File: config.mk
export PLATFORM = sky130hd
export DESIGN_NAME = fir_xifu_mac_sched_flat
export DESIGN_NICKNAME = d
export VERILOG_FILES = /design/src/rtl/fir_xifu_mac_sched_if.sv /design/src/rtl/fir_xifu_mac_sched.sv /design/src/flat_wrapper.sv
export SDC_FILE = /design/constraint.sdc
export NUM_CORES = 1
export LEC_CHECK = 0
export CORE_AREA = 2 2 209 314
export DETAILED_ROUTE_END_ITERATION = 8
export DIE_AREA = 0 0 211 316
export PLACE_DENSITY = 0.48
export SLEW_MARGIN = 10
export SYNTH_ARGS = -nofsm -noshare
export SYNTH_HDL_FRONTEND = slang
export SYNTH_SLANG_ARGS = --single-unit
File: constraint.sdc
create_clock -name clk_i -period 9.7 [get_ports clk_i]
set_input_delay 1.94 -clock clk_i [delete_from_list [all_inputs] [get_ports clk_i]]
set_output_delay 1.94 -clock clk_i [all_outputs]
set_load 0.01 [all_outputs]
File: src/rtl/fir_xifu_mac_sched_if.sv
// Issue/writeback bundle for the FIR MAC scheduler: tap writes, compute requests, results.
interface fir_xifu_mac_sched_if #(
    parameter int NB_TAPS    = 4,
    parameter int DATA_WIDTH = 16,
    parameter int ID_WIDTH   = 4
);
    localparam int IDX_W = $clog2(NB_TAPS);

    logic                  clear_i;
    logic                  tap_we_i;
    logic [IDX_W-1:0]      tap_idx_i;
    logic [DATA_WIDTH-1:0] tap_data_i;
    logic                  tap_ready_o;
    logic                  req_valid_i;
    logic                  req_ready_o;
    logic [DATA_WIDTH-1:0] req_sample_i;
    logic [ID_WIDTH-1:0]   req_id_i;
    logic                  rsp_valid_o;
    logic                  rsp_ready_i;
    logic [31:0]           rsp_data_o;
    logic [ID_WIDTH-1:0]   rsp_id_o;
    logic                  busy_o;

    modport master (
        output clear_i, tap_we_i, tap_idx_i, tap_data_i,
        output req_valid_i, req_sample_i, req_id_i, rsp_ready_i,
        input  tap_ready_o, req_ready_o, rsp_valid_o, rsp_data_o, rsp_id_o, busy_o
    );

    modport slave (
        input  clear_i, tap_we_i, tap_idx_i, tap_data_i,
        input  req_valid_i, req_sample_i, req_id_i, rsp_ready_i,
        output tap_ready_o, req_ready_o, rsp_valid_o, rsp_data_o, rsp_id_o, busy_o
    );
endinterface

File: src/rtl/fir_xifu_mac_sched.sv
// Sequential FIR MAC: one shared multiplier, result NB_TAPS+1 cycles after request accept.
// Held result stalls new requests; DONE accepts the next request when the result drains.
module fir_xifu_mac_sched #(
    parameter int NB_TAPS    = 4,
    parameter int DATA_WIDTH = 16,
    parameter int ID_WIDTH   = 4
) (
    input logic                 clk_i,
    input logic                 rst_ni,
    fir_xifu_mac_sched_if.slave bus
);
    localparam int IDX_W = $clog2(NB_TAPS);
    localparam int ACC_W = 2 * DATA_WIDTH + IDX_W;
    localparam int EXT_W = ACC_W + 33;
    localparam logic signed [EXT_W-1:0] SAT_MAX = {{(EXT_W-31){1'b0}}, {31{1'b1}}};
    localparam logic signed [EXT_W-1:0] SAT_MIN = {{(EXT_W-31){1'b1}}, {31{1'b0}}};

    typedef enum logic [1:0] {IDLE, MAC, DONE} state_e;

    state_e                         state_q, state_d;
    logic signed [DATA_WIDTH-1:0]   taps_q    [NB_TAPS];
    logic signed [DATA_WIDTH-1:0]   samples_q [NB_TAPS];
    logic signed [ACC_W-1:0]        acc_q;
    logic        [IDX_W-1:0]        cnt_q;
    logic        [ID_WIDTH-1:0]     id_q;
    logic                           req_fire, tap_fire, last_tap;
    logic signed [2*DATA_WIDTH-1:0] prod;
    logic signed [EXT_W-1:0]        acc_ext;

    assign prod     = taps_q[cnt_q] * samples_q[cnt_q];
    assign last_tap = (cnt_q == IDX_W'(NB_TAPS - 1));

    always_ff @(posedge clk_i or negedge rst_ni) begin
        if (!rst_ni) state_q <= IDLE;
        else         state_q <= state_d;
    end

    always_comb begin
        state_d         = state_q;
        bus.req_ready_o = 1'b0;
        bus.tap_ready_o = 1'b0;
        case (state_q)
            IDLE: begin
                bus.req_ready_o = !bus.clear_i;
                bus.tap_ready_o = !bus.clear_i;
            end
            DONE:    bus.req_ready_o = bus.rsp_ready_i && !bus.clear_i;
            default: ;
        endcase
        req_fire = bus.req_valid_i && bus.req_ready_o;
        tap_fire = bus.tap_we_i && bus.tap_ready_o && (32'(bus.tap_idx_i) < NB_TAPS);
        case (state_q)
            IDLE: if (req_fire) state_d = MAC;
            MAC:  if (last_tap) state_d = DONE;
            DONE: begin
                if (req_fire)             state_d = MAC;
                else if (bus.rsp_ready_i) state_d = IDLE;
            end
            default: state_d = IDLE;
        endcase
        // Flush wins over every transition, including a handshake in the same cycle.
        if (bus.clear_i) state_d = IDLE;
    end

    always_ff @(posedge clk_i or negedge rst_ni) begin
        if (!rst_ni) begin
            for (int i = 0; i < NB_TAPS; i++) begin
                taps_q[i]    <= '0;
                samples_q[i] <= '0;
            end
            acc_q <= '0;
            cnt_q <= '0;
            id_q  <= '0;
        end else begin
            if (tap_fire) taps_q[bus.tap_idx_i] <= bus.tap_data_i;
            if (bus.clear_i) begin
                for (int i = 0; i < NB_TAPS; i++) samples_q[i] <= '0;
                acc_q <= '0;
                cnt_q <= '0;
            end else if (req_fire) begin
                samples_q[0] <= bus.req_sample_i;
                for (int i = 1; i < NB_TAPS; i++) samples_q[i] <= samples_q[i-1];
                acc_q <= '0;
                cnt_q <= '0;
                id_q  <= bus.req_id_i;
            end else if (state_q == MAC) begin
                acc_q <= acc_q + ACC_W'(prod);
                cnt_q <= cnt_q + IDX_W'(1);
            end
        end
    end

    // Result is a pure function of the held accumulator, so it cannot move under backpressure.
    always_comb begin
        acc_ext = {{33{acc_q[ACC_W-1]}}, acc_q};
        if (acc_ext > SAT_MAX)      bus.rsp_data_o = 32'h7FFF_FFFF;
        else if (acc_ext < SAT_MIN) bus.rsp_data_o = 32'h8000_0000;
        else                        bus.rsp_data_o = acc_ext[31:0];
    end

    assign bus.rsp_valid_o = (state_q == DONE);
    assign bus.rsp_id_o    = id_q;
    assign bus.busy_o      = (state_q != IDLE);
endmodule

File: src/flat_wrapper.sv
// flat-port wrapper written by rule: the top's interface ports become plain ports
module fir_xifu_mac_sched_flat 
#(
    parameter int NB_TAPS    = 4,
    parameter int DATA_WIDTH = 16,
    parameter int ID_WIDTH   = 4
)
  (clk_i, rst_ni, bus_clear_i, bus_tap_we_i, bus_tap_idx_i, bus_tap_data_i, bus_req_valid_i, bus_req_sample_i, bus_req_id_i, bus_rsp_ready_i, bus_tap_ready_o, bus_req_ready_o, bus_rsp_valid_o, bus_rsp_data_o, bus_rsp_id_o, bus_busy_o);
  fir_xifu_mac_sched_if #(.NB_TAPS(NB_TAPS), .DATA_WIDTH(DATA_WIDTH), .ID_WIDTH(ID_WIDTH)) bus_i ();
  input logic clk_i;
  input logic rst_ni;
  input wire logic [$bits(bus_i.clear_i)-1:0] bus_clear_i;
  input wire logic [$bits(bus_i.tap_we_i)-1:0] bus_tap_we_i;
  input wire logic [$bits(bus_i.tap_idx_i)-1:0] bus_tap_idx_i;
  input wire logic [$bits(bus_i.tap_data_i)-1:0] bus_tap_data_i;
  input wire logic [$bits(bus_i.req_valid_i)-1:0] bus_req_valid_i;
  input wire logic [$bits(bus_i.req_sample_i)-1:0] bus_req_sample_i;
  input wire logic [$bits(bus_i.req_id_i)-1:0] bus_req_id_i;
  input wire logic [$bits(bus_i.rsp_ready_i)-1:0] bus_rsp_ready_i;
  output wire logic [$bits(bus_i.tap_ready_o)-1:0] bus_tap_ready_o;
  output wire logic [$bits(bus_i.req_ready_o)-1:0] bus_req_ready_o;
  output wire logic [$bits(bus_i.rsp_valid_o)-1:0] bus_rsp_valid_o;
  output wire logic [$bits(bus_i.rsp_data_o)-1:0] bus_rsp_data_o;
  output wire logic [$bits(bus_i.rsp_id_o)-1:0] bus_rsp_id_o;
  output wire logic [$bits(bus_i.busy_o)-1:0] bus_busy_o;
  assign bus_i.clear_i = bus_clear_i;
  assign bus_i.tap_we_i = bus_tap_we_i;
  assign bus_i.tap_idx_i = bus_tap_idx_i;
  assign bus_i.tap_data_i = bus_tap_data_i;
  assign bus_i.req_valid_i = bus_req_valid_i;
  assign bus_i.req_sample_i = bus_req_sample_i;
  assign bus_i.req_id_i = bus_req_id_i;
  assign bus_i.rsp_ready_i = bus_rsp_ready_i;
  assign bus_tap_ready_o = bus_i.tap_ready_o;
  assign bus_req_ready_o = bus_i.req_ready_o;
  assign bus_rsp_valid_o = bus_i.rsp_valid_o;
  assign bus_rsp_data_o = bus_i.rsp_data_o;
  assign bus_rsp_id_o = bus_i.rsp_id_o;
  assign bus_busy_o = bus_i.busy_o;
  fir_xifu_mac_sched #(.NB_TAPS(NB_TAPS), .DATA_WIDTH(DATA_WIDTH), .ID_WIDTH(ID_WIDTH)) u_core (.clk_i(clk_i), .rst_ni(rst_ni), .bus(bus_i));
endmodule
==> results of run 1 <==
## sequential cells by signal (all words and copies together), names as in the netlist
| name | count |
|---|---|
| u_core.bus.rsp_id_o | 4 |
| u_core.samples_q | 64 |
| u_core.acc_q | 34 |
| u_core.state_q | 2 |
| u_core.cnt_q | 2 |
| u_core.taps_q | 64 |
## cell families after synthesis
kind of cell | share of synthesized area [%]
fa+ha+maj | 38.9
simple gates | 13.6
buf+inv | 8.82
flops | 22.4
mux | 7.77
compound gates | 6.95
xor+xnor | 1.66
## power by group through the flow
stage / clock [mW] / sequential [mW] / combinational, mW
after floorplan: 0 / 0.898 / 4.73
after global placement: 0 / 0.939 / 6.16
after detailed placement: 0 / 0.944 / 6.22
after CTS: 0.767 / 0.930 / 6.25
after global routing: 0.791 / 0.947 / 7.07
final: 0.742 / 0.927 / 6.17
## synthesized netlist by cell type (all sizes together) (27+ instances only)
cell    instances  area [sq um]
clkbuf         63           236
ha            103          1290
mux2           90          1010
nor2          182           683
nand2b         74           463
nand2         242           908
xnor2          27           236
fa            305          6110
o21ai         122           618
a21oi          27           135
and2           29           181
inv           350          1310
dfrtp         170          4250
## worst max-delay path, stage by stage (launching register included)
cell and delay [ns]:
sky130_fd_sc_hd__dfrtp_2 1.01, sky130_fd_sc_hd__mux2_2 0.43, sky130_fd_sc_hd__o21ai_1 0.74, sky130_fd_sc_hd__nor2_1 0.17, sky130_fd_sc_hd__fa_1 0.57, sky130_fd_sc_hd__inv_1 0.05, sky130_fd_sc_hd__fa_1 0.46, sky130_fd_sc_hd__fa_1 0.51
sky130_fd_sc_hd__inv_1 0.05, sky130_fd_sc_hd__fa_1 0.49, sky130_fd_sc_hd__fa_1 0.49, sky130_fd_sc_hd__inv_1 0.05, sky130_fd_sc_hd__fa_1 0.47, sky130_fd_sc_hd__inv_1 0.04, sky130_fd_sc_hd__ha_1 0.42, sky130_fd_sc_hd__nand2_1 0.08
sky130_fd_sc_hd__o21ai_0 0.60, sky130_fd_sc_hd__a22oi_1 0.21, sky130_fd_sc_hd__a31oi_1 0.31, sky130_fd_sc_hd__o21ai_1 0.16, sky130_fd_sc_hd__a21bo_1 0.24, sky130_fd_sc_hd__a32o_1 0.25
## path summary, 6_finish.rpt
| check | start | slack, ns | endpoint |
|---|---|---|---|
| min reg2reg | u_core.taps_q[5] | 0.50 | u_core.taps_q[5] |
| min in group asynchronous | rst_ni | 1.61 | u_core.taps_q[38] |
| max reg2reg | u_core.cnt_q[1] | 1.74 | u_core.acc_q[29] |
| max | u_core.cnt_q[1] | 1.74 | u_core.acc_q[29] |
| max in group asynchronous | rst_ni | 6.53 | u_core.cnt_q[1] |
| min | u_core.taps_q[5] | 0.50 | u_core.taps_q[5] |
## metal layers
layer	track usage, %	wire, um	part of all wire (%)	vias up
met1	20.0	21800	43	6694
met4	6.11	1680	3.3	0
met2	28.9	26000	51	227
met3	2.09	1380	2.7	73
li1	-	-	-	6145
met5	0	0	0	-
## final cells by class
| type | instances | area [sq um] |
|---|---|---|
| fill | 6544 | 42700 |
| multi-input combinational | 1358 | 13100 |
| sequential | 170 | 4260 |
| inverter | 350 | 1310 |
| tap | 812 | 1020 |
| timing repair buffer | 105 | 992 |
| clock buffer | 18 | 439 |
| clock inverter | 14 | 174 |
## through the flow
stage | std cells | setup WS [ns] | hold WS, ns
finish | 2827 | 1.74 | 0.504
global route | 2827 | 1.46 | 0.520
CTS | 2827 | 1.79 | 0.508
detailed placement | 2795 | 1.81 | 0.490
global placement | 2794 | 1.39 | 0.481
floorplan | 1966 | 2.82 | 0.467
==> results.txt, run 1 <==
Switching power: 4.07 mW
Final hold violations: 0
Insertion delay to the later sink of the worst-skew pair: 0.46 ns
Net count of the mapped netlist: 2418
H-tree depth: 4
I/O pin cnt: 84
Share of the yosys chip area belonging to registers: 22.4%
Critical path type: register to register
Count of maximum capacitance violations: 0
Cell chosen for the clock root: sky130_fd_sc_hd__clkbuf_16
Crit path time final: 7.96 ns
Worst ir drop on vdd: 0.193 mV
Dominant register cell in the synthesized netlist: sky130_fd_sc_hd__dfrtp_1
Relative contribution of the clock network to total power: 9.5%
Clock tree from TritonCTS: done
Warning count from the yosys run: 0
Vias in the first global route: 14800
Setup violators final: 0
Area of placed instances: 20700 sq um
Fmax achieved: 126 MHz
Layout net count: 2454
Required time worst endpoint: 10.05 ns
Number of synthesized register bits: 170
Post-CTS Setup Bufs: 0
Maximum number of pins on one net before global-route repair: 103
Core area: 64000 sq um
Int Pwr: 3.77 mW
Part of the power in combinational logic: 78.7%
Commonest non-fill, non-tap cells in the layout: 348 x sky130_fd_sc_hd__inv_1, 305 x sky130_fd_sc_hd__fa_1, 242 x sky130_fd_sc_hd__nand2_1, 181 x sky130_fd_sc_hd__nor2_1, 168 x sky130_fd_sc_hd__dfrtp_1
Period utilisation layout: 82.0%
Final setup skew: 0.0106 ns
Leakage power total: 10.2 nW
Number of different library cells in the post-synthesis netlist: 66
Initial antenna violation count: 0
Async S/R FF share, synth: 100%
Clock net sink count: 170
Core Util, Final: 33.3%
Final global-route overflow total: 0
Mean number of vias per cell: 4.65
Floorplan row count: 114
Setup repair after global routing missed its margin: false
Remaining antenna violation count after routing: 0
Relative slew margins: 14.1%
Cell count after synthesis: 1966
Number of enable flip-flop cells after synthesis: 0
RD Place Congestion: 0.873
Final instance area: 21300 sq um
Fraction of final layout cells with drive strength greater than 1: 9.13%
Critical Path AT: 8.31 ns
Switch share: 51.9%
Hold/Removal Path Class: register to register
Combined global-route utilization of all metal layers: 16.2%
First-pass GRT wire length: 83900 um
Initial cell density of the core: 29.7%
Drt total wl: 50900 um
Quantity of I/O buffers inserted on ports: 83
Slew @ Worst Pin: 1.28 ns
Maximum fanout encountered on the critical timing path: 36
Drt first pass iters: 4
Detailed router's first-iteration violation count: 663
Die area: 66700 sq um
Die Y-Extent: 316 um
Result of the run: finished, final reports clean
Resize count post-CTS: 0
Total of hold buffers inserted after clock tree synthesis: 0
Fin Setup TNS: 0 ns
Layout-stage area growth over the synthesis result: 12.0%
Largest buffer count on any clock path: 2
Chip width: 211 um
Post-route DRC: 0
Number of cell instances on the worst register-to-register path: 21
Half-perimeter wire length after placement: 40900 um
Clock-pin slew reported for the worst setup and hold paths after clock tree synthesis: 0.07 ns
Cts bufs inserted: 17
Detailed-route via count: 13100
Power per cell area: 368 nW/um^2
Post-Synthesis Mean Instance Area: 9.68 sq um
Type of element capturing the critical path: register
Startpoint types: register
Sequential cell fraction of total power: 11.8%
Drt wl/cell: 18.0 um
Number of antenna diodes: 0
Final-report max-slew violation count: 0
Netlist area before placement: 19000 sq um
Commonest non-fill, non-tap cell in the layout: sky130_fd_sc_hd__inv_1
Hold path cells: 1
PnR Total Power: 7.84 mW
No activity file was read; power rests on OpenSTA's default activity.
==> run 2: changes to the inputs <==
--- a/config.mk
+++ b/config.mk
@@ -8,7 +8,7 @@
 export CORE_AREA = 2 2 209 314
 export DETAILED_ROUTE_END_ITERATION = 8
 export DIE_AREA = 0 0 211 316
-export PLACE_DENSITY = 0.48
+export PLACE_DENSITY = 0.5
 export SLEW_MARGIN = 10
 export SYNTH_ARGS = -nofsm -noshare
 export SYNTH_HDL_FRONTEND = slang
==> constraint.sdc (replaced) <==
create_clock -name clk_i -period 7.1 [get_ports clk_i]
set_input_delay 1.42 -clock clk_i [delete_from_list [all_inputs] [get_ports clk_i]]
set_output_delay 1.42 -clock clk_i [all_outputs]
set_load 0.01 [all_outputs]
==> run 2 against run 1 <==
  * Combinational power rose by 52%
  * Maximum frequency rose by 15%
  * Utilization rose by 1.2 points
  * Clock skew barely moved
  * Worst setup slack got worse by 1.5 ns
  * Power rose by 48%
  * Cell area rose by 3.6%
  * Sequential share of layout area fell by 0.68 points
  * Wire length rose by 0.60%
  * Largest power group unchanged
  * Via count rose by 1.9%
  * Highest routed layer unchanged
==> results.txt, run 2 (same netlist as run 1, synthesis figures left out) <==
Top cell family by delay on the critical path: adder cells (unchanged)
Die Y-Extent: 316 um (unchanged)
Clock-pin slew reported for the worst setup and hold paths after clock tree synthesis: 0.07 ns (about the same)
Final setup skew: 0.0109 ns (was 0.0106 ns)
Layout-stage area growth over the synthesis result: 16.0% (was 12.0%)
Setup violators final: 0 (unchanged)
Die area: 66700 sq um (unchanged)
Result of the run: finished, final reports clean (unchanged)
Number of antenna diodes: 0 (unchanged)
Setup slack after layout: 0.207 ns (was 1.74 ns)
Floorplan row count: 114 (unchanged)
Count of non-filler cells in the finished layout: 2908 (was 2827)
Count of maximum capacitance violations: 0 (unchanged)
Crit. Startpoint: u_core.cnt_q[0] (was u_core.cnt_q[1])
Setup repair after global routing missed its margin: true (was false)
Highest cell delay on the worst timing path: 0.58 ns (was 1.01 ns)
Final-report max-slew violation count: 0 (unchanged)
Slew @ Worst Pin: 1.14 ns (was 1.28 ns)
Clock net sink count: 170 (unchanged)
Drt first pass iters: 7 (was 4)
Layout net count: 2536 (was 2454)
Commonest non-fill, non-tap cell in the layout: sky130_fd_sc_hd__inv_1 (unchanged)
Fraction of final layout cells with drive strength greater than 1: 13.2% (was 9.13%)
Setup slack after placement: -0.120 ns (was 1.81 ns)
Final global-route overflow total: 0 (unchanged)
Critical hold path startpoint: u_core.taps_q[25] (was u_core.taps_q[5])
Worst path cell trace: buf_12 -> buf_4 -> nand2_1 -> o21a_1 -> buf_4 -> nand2_1 -> fa_1 -> inv_1 -> fa_2 -> fa_1 -> fa_1 -> fa_1 -> inv_1 -> fa_1 -> inv_1 -> ha_1 -> nand4_4 -> nor4_4 -> nand4_1 -> a31oi_1 -> buf_4 -> o21ai_2 -> a21bo_1 -> a32o_1 (was mux2_2 -> o21ai_1 -> nor2_1 -> fa_1 -> inv_1 -> fa_1 -> fa_1 -> inv_1 -> fa_1 -> fa_1 -> inv_1 -> fa_1 -> inv_1 -> ha_1 -> nand2_1 -> o21ai_0 -> a22oi_1 -> a31oi_1 -> o21ai_1 -> a21bo_1 -> a32o_1)
Most used cell, CP: sky130_fd_sc_hd__fa_1 (unchanged)
Total of hold buffers inserted after clock tree synthesis: 0 (unchanged)
Area of placed instances: 21400 sq um (was 20700 sq um)
Largest buffer count on any clock path: 2 (unchanged)
Leakage power total: 10.6 nW (was 10.2 nW)
RD Place Congestion: 0.923 (was 0.873)
PnR Total Power: 11.6 mW (was 7.84 mW)
Mean number of vias per cell: 4.60 (was 4.65)
Critical path type: register to register (unchanged)
H-tree depth: 4 (unchanged)
Start of the worst register-to-register path: u_core.cnt_q[0] (was u_core.cnt_q[1])
Combined global-route utilization of all metal layers: 16.2% (about the same)
Drt total wl: 51200 um (was 50900 um)
Chip width: 211 um (unchanged)
Core area: 64000 sq um (unchanged)
Commonest non-fill, non-tap cells in the layout: 347 x sky130_fd_sc_hd__inv_1, 302 x sky130_fd_sc_hd__fa_1, 242 x sky130_fd_sc_hd__nand2_1, 181 x sky130_fd_sc_hd__nor2_1, 168 x sky130_fd_sc_hd__dfrtp_1 (was 348 x sky130_fd_sc_hd__inv_1, 305 x sky130_fd_sc_hd__fa_1, 242 x sky130_fd_sc_hd__nand2_1, 181 x sky130_fd_sc_hd__nor2_1, 168 x sky130_fd_sc_hd__dfrtp_1)
Relative contribution of the clock network to total power: 8.0% (was 9.5%)
Initial cell density of the core: 29.7% (unchanged)
Detailed router's first-iteration violation count: 580 (was 663)
Crit path time final: 6.89 ns (was 7.96 ns)
Hold/Removal Path Class: register to register (unchanged)
Maximum fanout encountered on the critical timing path: 30 (was 36)
Switching power: 5.72 mW (was 4.07 mW)
Type of element capturing the critical path: register (unchanged)
Initial antenna violation count: 0 (unchanged)
First-pass GRT wire length: 83700 um (was 83900 um)
Power per cell area: 525 nW/um^2 (was 368 nW/um^2)
Drt wl/cell: 17.6 um (was 18.0 um)
Vias in the first global route: 15100 (was 14800)
Half-perimeter wire length after placement: 42200 um (was 40900 um)
Remaining antenna violation count after routing: 0 (unchanged)
Post-route DRC: 0 (unchanged)
Worst ir drop on vdd: 0.376 mV (was 0.193 mV)
Int Pwr: 5.86 mW (was 3.77 mW)
Final instance area: 22100 sq um (was 21300 sq um)
Critical-path cell with the highest stage delay: sky130_fd_sc_hd__fa_2 (was sky130_fd_sc_hd__dfrtp_2)
Startpoint types: register (unchanged)
Cts bufs inserted: 17 (unchanged)
Part of the power in combinational logic: 81.1% (was 78.7%)
Count of placed standard cells including taps: 2873 (was 2795)
Insertion delay to the later sink of the worst-skew pair: 0.46 ns (about the same)
Period utilisation layout: 97.1% (was 82.0%)
I/O pin cnt: 84 (unchanged)
Required time worst endpoint: 7.45 ns (was 10.05 ns)
Critical Path AT: 7.25 ns (was 8.31 ns)
Relative slew margins: 23.9% (was 14.1%)
Clock tree from TritonCTS: done (unchanged)
Core Util, Final: 34.5% (was 33.3%)
Fmax achieved: 145 MHz (was 126 MHz)
Detailed-route via count: 13400 (was 13100)
Maximum number of pins on one net before global-route repair: 134 (was 103)
Final hold violations: 0 (unchanged)
Switch share: 49.4% (was 51.9%)
Cell chosen for the clock root: sky130_fd_sc_hd__clkbuf_16 (unchanged)
Quantity of I/O buffers inserted on ports: 83 (unchanged)
Sequential cell fraction of total power: 10.9% (was 11.8%)
Worst Path Buf+Inv: 7 (was 4)
Regs by FF count: u_core.samples_q x64, u_core.taps_q x64, u_core.acc_q x34 (unchanged)
[run 2: changes by cell type in the layout (fill, tap and decap cells not counted), sizes merged]
cell	change
bufinv	-1
clkbuf	+2
inv	-7
clkinv	+2
clkinvlp	+3
buf	+82
[run 2: per-stage QoR]
stage | hold WS, ns | setup TNS (ns)
final | 0.503 | 0
after detailed placement | 0.489 | -0.277
after global routing | 0.515 | -0.0898
after CTS | 0.508 | 0
after floorplan | 0.467 | 0
after global placement | 0.482 | -0.0717
[run 2: worst reg2reg max path, cell delays in order, from the launching register on]
cell and delay (ns):
sky130_fd_sc_hd__dfrtp_4 0.56, sky130_fd_sc_hd__buf_12 0.20, sky130_fd_sc_hd__buf_4 0.21, sky130_fd_sc_hd__nand2_1 0.15, sky130_fd_sc_hd__o21a_1 0.22, sky130_fd_sc_hd__buf_4 0.22
sky130_fd_sc_hd__nand2_1 0.09, sky130_fd_sc_hd__fa_1 0.49, sky130_fd_sc_hd__inv_1 0.06, sky130_fd_sc_hd__fa_2 0.58, sky130_fd_sc_hd__fa_1 0.45, sky130_fd_sc_hd__fa_1 0.50
sky130_fd_sc_hd__fa_1 0.50, sky130_fd_sc_hd__inv_1 0.05, sky130_fd_sc_hd__fa_1 0.47, sky130_fd_sc_hd__inv_1 0.04, sky130_fd_sc_hd__ha_1 0.37, sky130_fd_sc_hd__nand4_4 0.17
sky130_fd_sc_hd__nor4_4 0.30, sky130_fd_sc_hd__nand4_1 0.21, sky130_fd_sc_hd__a31oi_1 0.25, sky130_fd_sc_hd__buf_4 0.15, sky130_fd_sc_hd__o21ai_2 0.07, sky130_fd_sc_hd__a21bo_1 0.22
sky130_fd_sc_hd__a32o_1 0.25
[run 2: repair_timing]
action	CTS	global route
buffers inserted	0	4
setup endpoints to repair	5	9
pin swaps	0	3
resized for setup	2	22
endpoints found under the hold margin	0	0
[run 2: worst paths after layout]
kind                       slack [ns]  depth (start not counted)                 to
setup / recovery                 0.21                         24   u_core.acc_q[29]
hold / removal                   0.50                          1  u_core.taps_q[25]
setup reg to reg                 0.21                         24   u_core.acc_q[29]
hold reg to reg                  0.50                          1  u_core.taps_q[25]
max in group asynchronous        4.37                          2    u_core.cnt_q[0]
min in group asynchronous        1.09                          1  u_core.taps_q[40]
[run 2: area by class of cell]
cell class | count | area, sq um
repair buffers | 187 | 1750
inverters | 350 | 1310
fillers | 6471 | 42000
flip-flops and latches | 170 | 4260
clock buffers | 20 | 437
well taps | 812 | 1020
multi-input cells | 1358 | 13200
clock inverters | 11 | 116
[run 2: per-layer routing]
metal | share of wire, % | up-vias | routed length [um] | GRT usage, %
li1 | - | 6296 | - | -
met1 | 43 | 6777 | 21800 | 19.5
met2 | 52 | 236 | 26400 | 29.2
met3 | 2.5 | 80 | 1290 | 2.07
met4 | 3.4 | 0 | 1770 | 6.29
met5 | 0 | - | 0 | 0
[run 2: power groups by stage]
stage | combinational [mW] | clock (mW) | sequential (mW)
after global placement | 9.25 | 0 | 1.28
final | 9.40 | 0.930 | 1.26
after global routing | 10.6 | 1.00 | 1.28
after detailed placement | 9.39 | 0 | 1.28
after CTS | 9.44 | 0.963 | 1.26
after floorplan | 6.46 | 0 | 1.23
==> run 3: changes to the inputs <==
--- a/config.mk
+++ b/config.mk
@@ -8,6 +8,7 @@
 export CORE_AREA = 2 2 209 314
 export DETAILED_ROUTE_END_ITERATION = 8
 export DIE_AREA = 0 0 211 316
+export GPL_TIMING_DRIVEN = 1
 export PLACE_DENSITY = 0.5
 export SLEW_MARGIN = 10
 export SYNTH_ARGS = -nofsm -noshare
==> results of run 3 <==
Final layout, timing and power as in run 2 (identical DEF).
